File: src/rtl/serial_add_unit_if.sv
// Operand/result handshake bundle for serial_add_unit: start/ready/done plus
// operands and registered results.
interface serial_add_unit_if #(
  parameter int unsigned WIDTH = 32
);
  logic             start;
  logic             op_sub;
  logic [WIDTH-1:0] A;
  logic [WIDTH-1:0] B;
  logic             C_in;
  logic             ready;
  logic             busy;
  logic             done;
  logic [WIDTH-1:0] Sum;
  logic             C_out;
  logic             overflow;

  modport master (
    output start, op_sub, A, B, C_in,
    input  ready, busy, done, Sum, C_out, overflow
  );

  modport slave (
    input  start, op_sub, A, B, C_in,
    output ready, busy, done, Sum, C_out, overflow
  );
endinterface

File: src/rtl/serial_add_unit.sv
// Area-minimal adder/subtractor: one shared 2-bit ripple slice walks the
// operands two bits per clock, carrying between slices in a register.
module add2_slice (
  input  logic [1:0] i_a,
  input  logic [1:0] i_b,
  input  logic       i_c,
  output logic [1:0] o_s,
  output logic       o_c
);
  logic w_c1;

  always_comb begin
    o_s[0] = i_a[0] ^ i_b[0] ^ i_c;
    w_c1   = (i_a[0] & i_b[0]) | ((i_a[0] ^ i_b[0]) & i_c);
    o_s[1] = i_a[1] ^ i_b[1] ^ w_c1;
    o_c    = (i_a[1] & i_b[1]) | ((i_a[1] ^ i_b[1]) & w_c1);
  end
endmodule

module serial_add_unit #(
  parameter int unsigned WIDTH = 32
) (
  input logic          clk,
  input logic          rst,
  serial_add_unit_if.slave bus
);
  localparam int unsigned NSLICE = WIDTH / 2;
  localparam int unsigned KW     = (NSLICE > 1) ? $clog2(NSLICE) : 1;
  localparam logic [KW-1:0] LAST = KW'(NSLICE - 1);

  typedef enum logic [1:0] {IDLE, RUN, DONE} state_t;

  state_t           r_state;
  state_t           w_next;
  logic             w_accept;
  logic [KW-1:0]    r_k;
  logic [WIDTH-1:0] r_a;
  logic [WIDTH-1:0] r_b;
  logic             r_carry;
  logic [WIDTH-1:0] r_sum;
  logic             r_cout;
  logic             r_ovf;
  logic [1:0]       w_s;
  logic             w_c;

  add2_slice u_slice (
    .i_a (r_a[{r_k, 1'b0} +: 2]),
    .i_b (r_b[{r_k, 1'b0} +: 2]),
    .i_c (r_carry),
    .o_s (w_s),
    .o_c (w_c)
  );

  always_ff @(posedge clk) begin
    if (rst) r_state <= IDLE;
    else     r_state <= w_next;
  end

  always_comb begin
    w_next     = r_state;
    w_accept   = 1'b0;
    bus.ready  = 1'b0;
    bus.busy   = 1'b0;
    bus.done   = 1'b0;
    case (r_state)
      IDLE: begin
        bus.ready = 1'b1;
        if (bus.start) begin
          w_accept = 1'b1;
          w_next   = RUN;
        end
      end
      RUN: begin
        bus.busy = 1'b1;
        if (r_k == LAST) w_next = DONE;
      end
      DONE: begin
        bus.ready = 1'b1;
        bus.done  = 1'b1;
        if (bus.start) begin
          w_accept = 1'b1;
          w_next   = RUN;
        end else begin
          w_next = IDLE;
        end
      end
      default: w_next = IDLE;
    endcase
  end

  // Subtraction is folded into the latch: B is inverted and the carry seeded with 1.
  always_ff @(posedge clk) begin
    if (rst) begin
      r_k     <= '0;
      r_a     <= '0;
      r_b     <= '0;
      r_carry <= 1'b0;
      r_sum   <= '0;
      r_cout  <= 1'b0;
      r_ovf   <= 1'b0;
    end else if (w_accept) begin
      r_k     <= '0;
      r_a     <= bus.A;
      r_b     <= bus.B ^ {WIDTH{bus.op_sub}};
      r_carry <= bus.op_sub ? 1'b1 : bus.C_in;
      r_sum   <= '0;
      r_cout  <= 1'b0;
      r_ovf   <= 1'b0;
    end else if (r_state == RUN) begin
      r_sum[{r_k, 1'b0} +: 2] <= w_s;
      r_carry                 <= w_c;
      if (r_k == LAST) begin
        r_k    <= '0;
        r_cout <= w_c;
        r_ovf  <= (r_a[WIDTH-1] == r_b[WIDTH-1]) && (w_s[1] != r_a[WIDTH-1]);
      end else begin
        r_k <= r_k + KW'(1);
      end
    end
  end

  always_comb begin
    bus.Sum      = r_sum;
    bus.C_out    = r_cout;
    bus.overflow = r_ovf;
  end
endmodule

File: src/flat_wrapper.sv
// flat-port wrapper written by rule: the top's interface ports become plain ports
module serial_add_unit_flat 
#(
  parameter int unsigned WIDTH = 32
)
  (clk, rst, bus_start, bus_op_sub, bus_A, bus_B, bus_C_in, bus_ready, bus_busy, bus_done, bus_Sum, bus_C_out, bus_overflow);
  serial_add_unit_if #(.WIDTH(WIDTH)) bus_i ();
  input logic clk;
  input logic rst;
  input wire logic [$bits(bus_i.start)-1:0] bus_start;
  input wire logic [$bits(bus_i.op_sub)-1:0] bus_op_sub;
  input wire logic [$bits(bus_i.A)-1:0] bus_A;
  input wire logic [$bits(bus_i.B)-1:0] bus_B;
  input wire logic [$bits(bus_i.C_in)-1:0] bus_C_in;
  output wire logic [$bits(bus_i.ready)-1:0] bus_ready;
  output wire logic [$bits(bus_i.busy)-1:0] bus_busy;
  output wire logic [$bits(bus_i.done)-1:0] bus_done;
  output wire logic [$bits(bus_i.Sum)-1:0] bus_Sum;
  output wire logic [$bits(bus_i.C_out)-1:0] bus_C_out;
  output wire logic [$bits(bus_i.overflow)-1:0] bus_overflow;
  assign bus_i.start = bus_start;
  assign bus_i.op_sub = bus_op_sub;
  assign bus_i.A = bus_A;
  assign bus_i.B = bus_B;
  assign bus_i.C_in = bus_C_in;
  assign bus_ready = bus_i.ready;
  assign bus_busy = bus_i.busy;
  assign bus_done = bus_i.done;
  assign bus_Sum = bus_i.Sum;
  assign bus_C_out = bus_i.C_out;
  assign bus_overflow = bus_i.overflow;
  serial_add_unit #(.WIDTH(WIDTH)) u_core (.clk(clk), .rst(rst), .bus(bus_i));
endmodule
File: config.mk
export PLATFORM = sky130hd
export DESIGN_NAME = serial_add_unit_flat
export DESIGN_NICKNAME = d
export VERILOG_FILES = /design/src/rtl/serial_add_unit_if.sv /design/src/rtl/serial_add_unit.sv /design/src/flat_wrapper.sv
export SDC_FILE = /design/constraint.sdc
export NUM_CORES = 1
export LEC_CHECK = 0
export BUFFER_PORTS_ARGS = -buffer_cell sky130_fd_sc_hd__clkbuf_2
export CAP_MARGIN = 0
export CORE_MARGIN = 8
export CORE_UTILIZATION = 55
export DETAILED_ROUTE_END_ITERATION = 8
export GPL_TIMING_DRIVEN = 0
export PLACE_DENSITY = 0.81
export SETUP_SLACK_MARGIN = 0.15
export SLEW_MARGIN = 20
export SYNTH_ARGS = -nofsm -noshare
export SYNTH_HDL_FRONTEND = slang
export SYNTH_SLANG_ARGS = --single-unit
File: constraint.sdc
create_clock -name clk -period 8.1 [get_ports clk]
set_input_delay 0 -clock clk [delete_from_list [all_inputs] [get_ports clk]]
set_output_delay 0 -clock clk [all_outputs]
set_load 0.05 [all_outputs]
* Word level (Yosys, flattened, before mapping)
Index checks and enable logic that the tools add are counted.
** Storage, ports and cells
- Register bits after elaboration :: 105
- Bits of input ports :: 69
- Output and inout port bits :: 37
** Cells by class
- $add $sub $neg :: 2
- Equality and inequality tests :: 7
- Shift-type cells :: 4
- Mux-type cells :: 14
- Bitwise gates (word level) :: 11
- Reductions and logical operators :: 7
** Operators with widths (count)
- 32-bit by 6-bit indexed part select with 2-bit output :: 2
- 32-bit bitwise mux :: 1
- 2-bit by 7-bit variable shift with 32-bit output (first input constant) :: 1
- 2-bit by 7-bit indexed part select with 32-bit output :: 1
- 32-bit bitwise XOR :: 1
- 1-bit 2-to-1 mux :: 9
- 5-bit negator with 7-bit output :: 1
- 2-bit case mux with 3 select lines :: 1
- 4-bit by 1-bit adder with 4-bit output (second input constant) :: 1
- 1-bit bitwise AND :: 4
- 4-bit equality test (second input constant) :: 1
- 2-bit 2-to-1 mux :: 2
- 4-bit 2-to-1 mux :: 1
- 2-bit != test (second input constant) :: 2
- 2-bit AND reduction :: 2
- 2-bit OR reduction :: 2
- 1-bit bitwise XOR :: 4
- 2-bit by 1-bit equality test with 1-bit output (second input constant) :: 1
- 2-bit equality test (second input constant) :: 1
- 2-bit zero test :: 1
- 1-bit OR :: 2
- 2-bit nonzero test :: 1
- 1-bit equality test :: 1
- 1-bit logical AND :: 1
- 1-bit != test :: 1

* Logic depth before layout (Yosys ltp)
- Depth after elaboration :: 8
- Depth in mapped cells :: 11

* Modules after synthesis
A second synthesis with hierarchy kept.
** Unflattened totals
- Cell total of the unflattened synthesis :: 540
- Area total of the unflattened synthesis :: 4868.4 um2
** Modules (own cells, without submodules)
- serial_add_unit :: times used 1, cells an instance 530, area an instance 4798.4 um2, sequential area each 2102.0 um2
- add2_slice :: times used 1, cells an instance 10, area an instance 70.1 um2, sequential area each 0.0 um2

* Least setup slack after synthesis
Ideal clock, no wire load.
- Kind :: register to register
- From :: register u_core.r_k[0]
- To :: register u_core.r_sum[23] (netlist: u_core.bus.Sum[23])
- Arrival :: 3072 ps
- Path slack :: 4954 ps
- Stages on the path, launching flop included :: 11
- Period minus slack after synthesis :: 3146 ps
- Cell sequence :: dfxtp_1 > buf_6 > buf_2 > mux4_2 > a22oi_1 > nand2_1 > fa_1 > fa_1 > clkbuf_1 > nand4b_1 > mux2i_1
** On the way
- Longest elaborated chain between the ends :: 7
- Elaborated cells between the ends (all ways) :: 13
** RTL lines
- start: declaration :: line serial_add_unit.sv:36 : logic [KW-1:0] r_k;
- start signal: assignment :: line serial_add_unit.sv:117 : r_k <= r_k + KW'(1);
- 32-bit by 6-bit indexed part select with 2-bit output (on tied branches) :: line serial_add_unit.sv:47, serial_add_unit.sv:48
- 1-bit bitwise XOR :: line serial_add_unit.sv:13, serial_add_unit.sv:14
- 1-bit bitwise AND :: line serial_add_unit.sv:14 : w_c1 = (i_a[0] & i_b[0]) | ((i_a[0] ^ i_b[0]) & i_c);
- 1-bit OR :: line serial_add_unit.sv:14
- 1-bit bitwise XOR :: line serial_add_unit.sv:15 : o_s[1] = i_a[1] ^ i_b[1] ^ w_c1;
- 2-bit by 7-bit indexed part select with 32-bit output :: line serial_add_unit.sv:110 : r_sum[{r_k, 1'b0} +: 2] <= w_s;
- 32-bit bitwise mux * :: line serial_add_unit.sv:110
- end signal: indexed assignment :: line serial_add_unit.sv:110
- end: declaration :: line serial_add_unit.sv:40 : logic [WIDTH-1:0] r_sum;
Every way passes the cells marked *; elsewhere a longest branch is shown, timed or not.
A chain may end at the register's enable or synchronous reset.

* Final worst setup path
- From :: register u_core.r_k[1]
- To :: register u_core.r_sum[7] (netlist: u_core.bus.Sum[7])
Same word-level chain as after synthesis.

==> results.txt <==
number of max-cap violations - 0
Post-DRT Antenna Nets - 0
Tot GR Track Use - 23.2%
status - finished clean
clock tree from TritonCTS - yes
total negative slack - 0 ns
post-synthesis cell area - 0.00482 mm2
post-synthesis area per instance - 9.20 um2
placed instance area - 0.00547 mm2
dominant synthesized flop cell - dfxtp_1
CTS buffer count - 9
hold crit path type - in2reg
Overall Power - 1.10 mW
antenna violations before repair - 0
sequential share of the synthesized area - 43.6%
routed via count - 4502
Reg2Reg Launch Point - u_core.r_k[1]
Filler Cell Count - 637
fraction of registers with async set/reset - 0%
RSZ-0062 raised after global routing - false
Post-synth EDFFs - 0
Via density - 5.53
PD cells - 173 mW/mm2
Sw Pwr - 286 uW
most frequent cells in the layout - dfxtp_1 (105), clkbuf_2 (103), nand2_1 (98)
CP Capture Type - flop
Max Slew Vio Count - 0
I/O pins - 106
site row count - 34
CP required - 8.39 ns
Starting Density - 56.1%
Area Overhead vs Synth - 31.1%
Die H - 110 um
Clock transition at path regs - 0.09 ns
# placed instances - 735
WHS Path Cells - 3
Ant. Diodes - 0
clock sink count - 105
core footprint - 0.00859 mm2
Hold WS - 0.0528 ns
fin crit period - 4.03 ns
Reg2Reg Depth - 10
post-synthesis cell count - 524
crit path launch - u_core.r_k[1]
grt ovf - 0
Slew @ Worst Pin - 0.745 ns
vias in the first global route - 4649
synth warn - 0
Post-route DRC - 0
final net count - 777
IO Port Bufs - 103
Non-Filler Instances - 814
Cell variety after synth - 41
fmax - 248 MHz
Logic pwr share - 17.1%
final setup fails - 0
GPL Wtd Cong - 0.855
clock share of power - 32.1%
Lkg Pwr - 2.62 nW
first-pass GRT wire length - 21.9 mm
Post-CTS Setup Repair Bufs - 0
r2r endpoint - u_core.bus.Sum[7]
CP Class - reg2reg
Startpoint Class - flop
drt wl/cell - 16.8 um
syn_nets - 599
worst reg2reg setup slack - 4.07 ns
Max-slew headroom - 50.3%
hold path endpoint - u_core.r_carry
final wirelength - 13.7 mm
synthesis-stage register bit count - 105
Hold Startpoint - bus_C_in
H-tree depth - 3
Fin. Hold Viols - 0
CP Max Fanout - 10
Detailed Route Iter0 Violations - 247
Internal Pwr Total - 810 uW
maximum number of pins on one net before global-route repair - 16
Clock Tree Buf Depth - 2
Worst EP arrival - 4.32 ns
insertion delay to the later sink of the worst-skew pair - 0.37 ns
clock skew - 0.0135 ns
Final Cell Area - 0.00632 mm2
most common cell after layout, fill and taps aside - dfxtp_1
switching share of power - 26.1%
fraction of layout cells with a size suffix above 1 - 21.0%
final worst path period share - 49.8%
post-CTS resize count - 0
worst vdd ir - 97.5 uV
hpwl dp - 9.03 mm
die width - 110 um
DRT Pass-1 Iters - 5
hold_buf cts - 64
die area - 0.0120 mm2
Seq pwr share - 50.8%
CTS Root Buffer Type - clkbuf_8
[critical path, cell delays in order (launching register included)]
cell and delay [ns]:
dfxtp_1 0.46, buf_2 0.33, buf_1 0.61, mux4_2 0.44, a22oi_1 0.15, nand2_1 0.11
fa_1 0.42, fa_1 0.49, clkbuf_1 0.41, nand4b_1 0.31, mux2i_1 0.22
[per-layer routing]
metal | track usage [%] | vias to the layer above | share of wire [%]
met4 | 8.39 | 0 | 2.1
li1 | - | 2171 | -
met2 | 42.1 | 186 | 51
met5 | 0 | - | 0
met1 | 25.8 | 2118 | 39
met3 | 5.51 | 27 | 7.5
[cell type report]
type,count,area (um2),share of cell area (%)
Buffer,42,180,2.85
Sequential cell,105,2100,33.2
Multi-Input combinational cell,374,2530,40.0
Tap cell,108,135,2.14
Timing Repair Buffer,167,1160,18.3
Inverter,3,11.3,0.178
Clock inverter,3,65.1,1.03
Clock buffer,12,145,2.30
[power by group through the flow]
stage | clock, mW | combinational (mW) | sequential (mW)
after global routing | 0.374 | 0.205 | 0.560
after floorplan | 0 | 0.110 | 0.565
after detailed placement | 0 | 0.159 | 0.568
after CTS | 0.355 | 0.184 | 0.556
after global placement | 0 | 0.154 | 0.566
final | 0.352 | 0.188 | 0.557
[cell families after synthesis]
logic type,synth area share [%]
AND/OR/NAND/NOR,17.8
XOR/XNOR,6.54
flip-flops,43.6
AO/OA/AOI/OAI,11.3
buffers and inverters,3.97
adder cells (fa/ha/maj),1.87
multiplexers,14.9
[stage by stage]
step	util [%]	setup slack, ns
after global placement	63.7	4.18
after detailed placement	63.7	4.13
after floorplan	-	4.95
after global routing	73.6	3.82
after CTS	73.6	4.09
final	73.6	4.07
[cell usage after synthesis (all sizes together) (5+ instances only)]
cell type / number / area, um2
xnor2: 34 / 298
nor2: 56 / 210
o21ai: 5 / 25.0
clkbuf: 27 / 101
a21oi: 37 / 185
a22oi: 8 / 60.1
mux2i: 34 / 340
a211oi: 34 / 255
mux4: 16 / 368
nor2b: 5 / 31.3
nand2: 98 / 368
dfxtp: 105 / 2100
buf: 15 / 78.8
nand3: 8 / 40.0
[registers in the layout, summed over array words and instances (netlist names)]
name and cells:
u_core.r_carry 1, u_core.bus.C_out 1, u_core.bus.Sum 32, u_core.r_a 32, u_core.r_state 2, u_core.bus.overflow 1, u_core.r_k 4, u_core.r_b 32
[worst max path at each step]
stage	slack (ns)	depth (start not counted)	to
finish	4.07	10	u_core.bus.Sum[7]
global placement	4.18	10	u_core.bus.Sum[7]
global route	3.82	10	u_core.bus.Sum[7]
floorplan	4.95	10	u_core.bus.Sum[23]
detailed placement	4.13	10	u_core.bus.Sum[23]
CTS	4.09	10	u_core.bus.Sum[7]
Note: power is estimated with default switching activity, not from simulation.
